File: src/rtl/motoro3_pkg.sv
// Shared definitions for the 3-phase commutation chain: step codes, state enum,
// Hall-to-step mapping and mod-6 step helpers.
package motoro3_pkg;

  localparam logic [3:0] STEP0        = 4'd0;
  localparam logic [3:0] STEP1        = 4'd1;
  localparam logic [3:0] STEP2        = 4'd2;
  localparam logic [3:0] STEP3        = 4'd3;
  localparam logic [3:0] STEP4        = 4'd4;
  localparam logic [3:0] STEP5        = 4'd5;
  localparam logic [3:0] STEP_INVALID = 4'hF;

  typedef enum logic [1:0] {
    IDLE = 2'd0,
    LOCK = 2'd1,
    RUN  = 2'd2
  } hall_state_e;

  // ABC Hall code to commutation step; 000 and 111 are not sectors
  function automatic logic [3:0] hall_to_step(input logic [2:0] code);
    logic [3:0] step;
    case (code)
      3'b101:  step = STEP0;
      3'b100:  step = STEP1;
      3'b110:  step = STEP2;
      3'b010:  step = STEP3;
      3'b011:  step = STEP4;
      3'b001:  step = STEP5;
      default: step = STEP_INVALID;
    endcase
    return step;
  endfunction

  function automatic logic [3:0] step_inc(input logic [3:0] step);
    return (step >= STEP5) ? STEP0 : step + 4'd1;
  endfunction

  function automatic logic [3:0] step_dec(input logic [3:0] step);
    return (step == STEP0 || step > STEP5) ? STEP5 : step - 4'd1;
  endfunction

endpackage

File: src/rtl/motoro3_hall_debounce.sv
// Two-flop synchroniser and debounce for the 3-bit Hall code; the accept strobe
// fires on the edge that takes in the DEBOUNCE_CYC-th stable synchronised sample.
module motoro3_hall_debounce #(
  parameter int unsigned DEBOUNCE_CYC = 16
) (
  input  logic       clk,
  input  logic       nRst,
  input  logic [2:0] i_code,
  output logic [2:0] o_code_c,
  output logic       o_accept_c
);

  localparam int unsigned      CNT_W   = 8;
  localparam logic [CNT_W-1:0] CNT_TGT = CNT_W'(DEBOUNCE_CYC);

  logic [2:0]       r_sync1;
  logic [2:0]       r_sync2;
  logic [2:0]       r_cand;
  logic [2:0]       r_code;
  logic [CNT_W-1:0] r_cnt;
  logic [CNT_W-1:0] w_cnt_n;
  logic             w_same;

  assign w_same = (r_sync2 == r_cand);

  // Run length of the current synchronised code, saturating at the target
  always_comb begin
    w_cnt_n = CNT_W'(1);
    if (w_same) begin
      w_cnt_n = (r_cnt == CNT_TGT) ? r_cnt : r_cnt + CNT_W'(1);
    end
  end

  assign o_accept_c = (w_cnt_n == CNT_TGT) && (r_sync2 != r_code);
  assign o_code_c   = o_accept_c ? r_sync2 : r_code;

  always_ff @(posedge clk) begin
    if (!nRst) begin
      r_sync1 <= 3'b000;
      r_sync2 <= 3'b000;
      r_cand  <= 3'b000;
      r_code  <= 3'b000;
      r_cnt   <= '0;
    end else begin
      r_sync1 <= i_code;
      r_sync2 <= r_sync1;
      r_cand  <= r_sync2;
      r_cnt   <= w_cnt_n;
      if (o_accept_c) begin
        r_code <= r_sync2;
      end
    end
  end

endmodule

File: src/rtl/motoro3_hall_decoder.sv
// Hall sensor decoder: sector, direction, step period, error and stall detection.
// MOTORO3_HALL_REV_PERIOD_EN: report the sum of the last six step periods instead.
module motoro3_hall_decoder
  import motoro3_pkg::*;
#(
  parameter int unsigned DEBOUNCE_CYC = 16,
  parameter int unsigned PERIOD_W     = 25,
  parameter int unsigned STALL_CYC    = 10_000_000
) (
  input  logic                clk,
  input  logic                nRst,
  input  logic                hallA,
  input  logic                hallB,
  input  logic                hallC,
  output logic [3:0]          hallStep,
  output logic                hallValid,
  output logic                hallDir,
  output logic                hallDirValid,
  output logic                hallStepPulse,
  output logic [PERIOD_W-1:0] hallPeriod,
  output logic                hallErr,
  output logic                hallStall
);

  localparam logic [PERIOD_W-1:0] PERIOD_MAX = '1;
  localparam logic [PERIOD_W-1:0] STALL_LIM  = PERIOD_W'(STALL_CYC - 1);

  hall_state_e         r_state, w_state_n;
  logic [3:0]          r_step, w_step_n;
  logic                r_valid, w_valid_n;
  logic                r_dir, w_dir_n;
  logic                r_dirv, w_dirv_n;
  logic                r_pulse, w_pulse_n;
  logic                r_err, w_err_n;
  logic                r_stall, w_stall_n;
  logic [PERIOD_W-1:0] r_period, w_period_n;
  logic [PERIOD_W-1:0] r_cnt, w_cnt_n;

  logic [2:0]          w_code;
  logic                w_accept;
  logic [3:0]          w_step_new;
  logic                w_legal;
  logic                w_fwd;
  logic                w_rev;
  logic                w_stall_evt;
  logic [PERIOD_W-1:0] w_cnt_inc;

  motoro3_hall_debounce #(
    .DEBOUNCE_CYC (DEBOUNCE_CYC)
  ) u_debounce (
    .clk        (clk),
    .nRst       (nRst),
    .i_code     ({hallA, hallB, hallC}),
    .o_code_c   (w_code),
    .o_accept_c (w_accept)
  );

  assign w_step_new  = hall_to_step(w_code);
  assign w_legal     = (w_step_new != STEP_INVALID);
  assign w_fwd       = (w_step_new == step_inc(r_step));
  assign w_rev       = (w_step_new == step_dec(r_step));
  assign w_cnt_inc   = (r_cnt == PERIOD_MAX) ? r_cnt : r_cnt + PERIOD_W'(1);
  // An accept on the threshold edge suppresses the stall
  assign w_stall_evt = !w_accept && (r_state != IDLE) && (r_cnt == STALL_LIM);

`ifdef MOTORO3_HALL_REV_PERIOD_EN
  localparam int unsigned SUM_W = PERIOD_W + 3;

  logic [PERIOD_W-1:0] r_ring [6];
  logic [2:0]          r_fill;
  logic [2:0]          r_wr;
  logic                w_push;
  logic                w_clr;
  logic [SUM_W-1:0]    w_sum;
  logic [PERIOD_W-1:0] w_rev_sum_c;

  // Revolution sum: new period plus the five entries that survive the overwrite
  always_comb begin
    w_push = w_accept && w_legal && (r_state != IDLE) && (w_fwd || w_rev);
    w_clr  = (w_accept && !w_push) || w_stall_evt;
    w_sum  = SUM_W'(w_cnt_inc);
    for (int i = 0; i < 6; i++) begin
      if (3'(i) != r_wr) begin
        w_sum = w_sum + SUM_W'(r_ring[i]);
      end
    end
    if (r_fill < 3'd5) begin
      w_rev_sum_c = '0;
    end else if (w_sum > SUM_W'(PERIOD_MAX)) begin
      w_rev_sum_c = PERIOD_MAX;
    end else begin
      w_rev_sum_c = PERIOD_W'(w_sum);
    end
  end

  always_ff @(posedge clk) begin
    if (!nRst || w_clr) begin
      for (int i = 0; i < 6; i++) begin
        r_ring[i] <= '0;
      end
      r_fill <= 3'd0;
      r_wr   <= 3'd0;
    end else if (w_push) begin
      r_ring[r_wr] <= w_cnt_inc;
      r_wr         <= (r_wr == 3'd5) ? 3'd0 : r_wr + 3'd1;
      r_fill       <= (r_fill == 3'd6) ? r_fill : r_fill + 3'd1;
    end
  end
`endif

  // Next-state and output logic
  always_comb begin
    w_state_n  = r_state;
    w_step_n   = r_step;
    w_valid_n  = r_valid;
    w_dir_n    = r_dir;
    w_dirv_n   = r_dirv;
    w_pulse_n  = 1'b0;
    w_err_n    = 1'b0;
    w_stall_n  = r_stall;
    w_period_n = r_period;
    w_cnt_n    = (r_state == IDLE) ? '0 : w_cnt_inc;

    if (w_accept) begin
      w_stall_n = 1'b0;
      if (!w_legal) begin
        w_err_n   = 1'b1;
        w_step_n  = STEP_INVALID;
        w_valid_n = 1'b0;
        w_dirv_n  = 1'b0;
        w_state_n = IDLE;
        w_cnt_n   = '0;
`ifdef MOTORO3_HALL_REV_PERIOD_EN
        w_period_n = '0;
`endif
      end else if (r_state == IDLE) begin
        w_state_n = LOCK;
        w_step_n  = w_step_new;
        w_valid_n = 1'b1;
        w_cnt_n   = '0;
`ifdef MOTORO3_HALL_REV_PERIOD_EN
        w_period_n = '0;
`endif
      end else begin
        w_step_n  = w_step_new;
        w_pulse_n = 1'b1;
        w_cnt_n   = '0;
`ifdef MOTORO3_HALL_REV_PERIOD_EN
        w_period_n = (w_fwd || w_rev) ? w_rev_sum_c : '0;
`else
        w_period_n = w_cnt_inc;
`endif
        if (w_fwd || w_rev) begin
          w_state_n = RUN;
          w_dir_n   = w_fwd;
          w_dirv_n  = 1'b1;
        end else begin
          w_err_n   = 1'b1;
          w_state_n = LOCK;
          w_dirv_n  = 1'b0;
        end
      end
    end else if (w_stall_evt) begin
      w_stall_n  = 1'b1;
      w_period_n = PERIOD_MAX;
      w_state_n  = LOCK;
      w_dirv_n   = 1'b0;
    end
  end

  always_ff @(posedge clk) begin
    if (!nRst) begin
      r_state  <= IDLE;
      r_step   <= STEP_INVALID;
      r_valid  <= 1'b0;
      r_dir    <= 1'b0;
      r_dirv   <= 1'b0;
      r_pulse  <= 1'b0;
      r_err    <= 1'b0;
      r_stall  <= 1'b0;
      r_period <= '0;
      r_cnt    <= '0;
    end else begin
      r_state  <= w_state_n;
      r_step   <= w_step_n;
      r_valid  <= w_valid_n;
      r_dir    <= w_dir_n;
      r_dirv   <= w_dirv_n;
      r_pulse  <= w_pulse_n;
      r_err    <= w_err_n;
      r_stall  <= w_stall_n;
      r_period <= w_period_n;
      r_cnt    <= w_cnt_n;
    end
  end

  assign hallStep      = r_step;
  assign hallValid     = r_valid;
  assign hallDir       = r_dir;
  assign hallDirValid  = r_dirv;
  assign hallStepPulse = r_pulse;
  assign hallPeriod    = r_period;
  assign hallErr       = r_err;
  assign hallStall     = r_stall;

endmodule

File: config.mk
export PLATFORM = sky130hd
export DESIGN_NAME = motoro3_hall_decoder
export DESIGN_NICKNAME = d
export VERILOG_FILES = /design/src/rtl/motoro3_pkg.sv /design/src/rtl/motoro3_hall_debounce.sv /design/src/rtl/motoro3_hall_decoder.sv
export SDC_FILE = /design/constraint.sdc
export NUM_CORES = 1
export LEC_CHECK = 0
export ABC_CLOCK_PERIOD_IN_PS = 4500
export CAP_MARGIN = 20
export CELL_PAD_IN_SITES_DETAIL_PLACEMENT = 0
export CELL_PAD_IN_SITES_GLOBAL_PLACEMENT = 1
export CORE_ASPECT_RATIO = 0.75
export CORE_MARGIN = 2
export CORE_UTILIZATION = 40
export DETAILED_ROUTE_END_ITERATION = 10
export PLACE_DENSITY_LB_ADDON = 0.1
export SYNTH_ARGS = -nofsm -noshare
export SYNTH_HDL_FRONTEND = slang
export SYNTH_HIERARCHICAL = 1
export SYNTH_SLANG_ARGS = --single-unit
export TNS_END_PERCENT = 5
File: constraint.sdc
create_clock -name clk -period 4.5 [get_ports clk]
set_clock_uncertainty 0.2 [all_clocks]
set_input_delay 0.675 -clock clk [delete_from_list [all_inputs] [get_ports clk]]
set_output_delay 0.675 -clock clk [all_outputs]
set_load 0.02 [all_outputs]
==> run_results.csv <==
group,metric,value,unit
clock_tree,post_cts_buffers,0,
clock_tree,clock_sinks,82,
worst_setup_path,required,4.55,ns
worst_setup_path,start_kind,"flip-flop",
sta,clock.fmax,0.253,GHz
clock_tree,cts-buffers-inserted,9,
floorplanning,die_width,119,microns
drt,routedWlPerCell,14.5,microns
power,powerDensity,317,nW/um^2
power,combPwrFrac,0.025,
grt,grt_pass1_vias,2983,
hold_path,hp-start,"u_debounce/r_sync1[2]",
run,maxCapViolCount,0,
drt,ant_nets,0,
yosys,synthDistinctLibCells,71,
place,port_buffers,39,
yosys,ys_async_sr_fraction,0,
clock_tree,clockBufferDepth,2,
floorplanning,start_util,0.411,
sta,whs,0.239,ns
finish,drive_above_1_share,0.0832,
power,p_sw,0.000321,W
worst_setup_path,r2r-start,"u_debounce/r_cnt[0]",
clock_tree,clkTransAtPathRegs,0.06,ns
sta,final.min_clock_period,3.95,ns
sta,finalSetupViolations,0,
drt,viasPerCell,5.25,
sta,relSlewSlack,0.593,
worst_setup_path,crit_fanout,25,
yosys,ys_seq_elements,82,
place,pre_cts_slack,0.559,ns
drt,wl,9.07,mm
floorplanning,rows,31,
drt,drtIter0Drc,191,
sta,tns,0,ns
power,p_int,0.00118,W
yosys,synth_compound_area_frac,0.184,
worst_setup_path,crit_type,"reg -> reg",
power,irDropWorstVdd,0.000214,V
worst_setup_path,cp-startpoint,"u_debounce/r_cnt[0]",
yosys,synthAdderAreaFrac,0.0189,
clock_tree,cts_root_buffer,"clkbuf_16",
worst_setup_path,cpPeakStageDelay,0.49,ns
drt,wl_met1,5.18,mm
clock_tree,clock_latency,0.34,ns
yosys,synthMuxAreaShare,0.00252,
worst_setup_path,crit_family,"simple AND/OR/NAND/NOR gates",
grt,grt_overflow_total,0,
place,place_area,4420,sq um
finish,stdcell_area,4720,sq um
finish,synthToLayoutAreaGrowth,19.0,%
hold_path,hold_path.class,"reg -> reg",
floorplanning,dieArea,10700,sq um
power,p_leak,1.58,nW
yosys,synthXorXnorAreaFrac,0.0817,
floorplanning,core,9660,sq um
clock_tree,cts_tree,"yes",
drt,vias,3279,
status,status,"finished clean",
finish,nFillCells,920,
sta,hold_viol_final,0,
sta,drv_slew,0,
yosys,synthSimpleGateAreaFrac,0.259,
finish,antenna_cells,0,
grt,antenna_found_initial,0,
worst_setup_path,end_kind,"flip-flop",
yosys,ys_seq_area_frac,0.414,
drt,drc_errors,0,
yosys,synth_top_family_by_area,"simple AND/OR/NAND/NOR gates",
place,dp_hpwl,6.30,mm
floorplanning,top_level_ports,40,
grt,grt_max_degree,46,
worst_setup_path,crit_path_cell_trace,"ha_1 -> or3b_1 -> a21oi_1 -> o211ai_2 -> o211ai_1 -> nand2_1 -> and3_1 -> nor3_1 -> nand2_1 -> nand2b_2 -> nor2_1 -> a211oi_1",
place,place_congestion,0.821,
yosys,syn_area,3970,sq um
yosys,syn_avg_cell_area,8.66,sq um
sta,worst_slack,0.553,ns
power,p_sw_frac,0.214,
finish,nets,499,
finish,finalCoreUtilization,0.489,
yosys,synth-edff-count,0,
sta,fin_crit_sh,0.877,
drt,met3_length,327,microns
yosys,synth_top_area_frac,0.414,
sta,tightest_slew,0.605,ns
yosys,yosysWarnings,6,
grt,grt_pass1_wl,15.2,mm
drt,wl_met2,3.47,mm
worst_setup_path,cp_common_cell,"nand2_1",
drt,dr.pass1.iters,4,
power,pwr-share-seq,0.492,
floorplanning,fp.dieH,90.3,microns
drt,routed.top_layer,"met4",
sta,rsz0062_at_grt,"false",
yosys,synthFlopType,"dfxtp_1",
yosys,syn-num-nets,469,
yosys,synth.area.top_cells,"dfxtp_1, nor2_1, a21oi_1",
worst_setup_path,path_buf_inv,0,
yosys,syn_inst,458,
worst_setup_path,cp.arrival,4.00,ns
grt,track_usage,0.176,
yosys,synth_area_leader_cell,"dfxtp_1",
worst_setup_path,timing.critical_path.slowest_stage_cell,"dfxtp_1",
power,pwr-share-clk,0.483,
clock_tree,htree_levels,3,
sequential cells by signal, indices dropped and copies added, names as in the netlist:
name	count
hallPeriod	25
r_cnt	25
u_debounce/r_cnt	8
hallStep	4
u_debounce/r_cand	3
u_debounce/r_code	3
u_debounce/r_sync1	3
u_debounce/r_sync2	3
r_state	2
hallDir	1
hallDirValid	1
hallErr	1
hallStall	1
hallStepPulse	1
hallValid	1
layout make-up:
class | count | area [sq um] | share of cell area
multi-input cells | 343 | 2170 | 0.459
well taps | 132 | 165 | 0.0350
flip-flops and latches | 82 | 1640 | 0.348
clock buffers | 10 | 229 | 0.0485
clock inverters | 6 | 67.6 | 0.0143
inverters | 10 | 37.5 | 0.00795
repair buffers | 42 | 413 | 0.0875
Yosys cell counts, drive strengths merged, types with 3 or more instances:
| library cell | n |
|---|---|
| nor2 | 47 |
| nand2b | 5 |
| xor2 | 18 |
| nand2 | 27 |
| a32oi | 3 |
| buf | 11 |
| dfxtp | 82 |
| inv | 10 |
| nor4 | 5 |
| o21ai | 36 |
| or3b | 3 |
| o211ai | 7 |
| nand4 | 12 |
| or2 | 3 |
| ha | 6 |
| a211oi | 6 |
| and2 | 14 |
| xnor2 | 19 |
| and3 | 7 |
| nor2b | 3 |
| nor4b | 6 |
| nor3 | 13 |
| clkbuf | 12 |
| nand3 | 21 |
| a31oi | 4 |
| nor3b | 3 |
| a21boi | 4 |
| a21oi | 36 |
| or3 | 4 |
repair_timing:
item | in CTS | in global routing
setup endpoints to repair | 0 | 2
hold buffers | 0 | 0
gates resized for setup | 0 | 1
cells in the final DEF (no fill, tap or decap), drive strengths merged, types with 12 or more instances in the layout:
cell           synthesis  final
dfxtp                 82     82
nor2                  47     47
clkdlybuf4s50          0     39
a21oi                 36     36
o21ai                 36     36
nand2                 27     27
nand3                 21     21
xnor2                 19     19
xor2                  18     18
and2                  14     14
nor3                  13     13
nand4                 12     12
layer usage:
layer,GRT usage,vias up
li1,-,1707
met1,0.270,1504
met2,0.233,61
met3,0.0417,7
met4,0.0675,0
met5,0,-
worst reg2reg max path: stages (launching register included):
cell,delay (ns)
dfxtp_1,0.49
ha_1,0.27
or3b_1,0.36
a21oi_1,0.23
o211ai_2,0.14
o211ai_1,0.24
nand2_1,0.39
and3_1,0.32
nor3_1,0.35
nand2_1,0.18
nand2b_2,0.39
nor2_1,0.09
a211oi_1,0.21
metrics by stage:
stage                     power, W  instances
after CTS                  0.00152        625
after floorplan           0.000778        458
after global routing       0.00155        625
after detailed placement  0.000790        609
after global placement    0.000789        609
final                      0.00150        625
kinds of logic (layout without fill, tap and decap cells):
family                     Yosys count  count (layout)
and+or+nand+nor                    183             183
AOI/OAI and AO/OA                  116             116
DFF                                 82              82
xor gates and xnor gates            37              37
buffers and inverters               33              68
adders and majority gates            6               6
muxes                                1               1
power groups by stage:
stage / Clock, W / Sequential (W) / Combinational [W]
2_1_floorplan: 0 / 0.000752 / 0.0000265
3_3_place_gp: 0 / 0.000753 / 0.0000363
3_5_place_dp: 0 / 0.000754 / 0.0000369
4_1_cts: 0.000744 / 0.000737 / 0.0000370
5_1_grt: 0.000773 / 0.000738 / 0.0000419
6_report: 0.000724 / 0.000737 / 0.0000368
path summary, 6_finish.rpt:
kind / end / slack, ns / cells after the start
max reg2reg: hallPeriod[8] / 0.55 / 12
min: u_debounce/r_sync2[2] / 0.24 / 1
min reg2reg: u_debounce/r_sync2[2] / 0.24 / 1
max: hallPeriod[8] / 0.55 / 12
No activity file was read; power rests on OpenSTA's default activity.
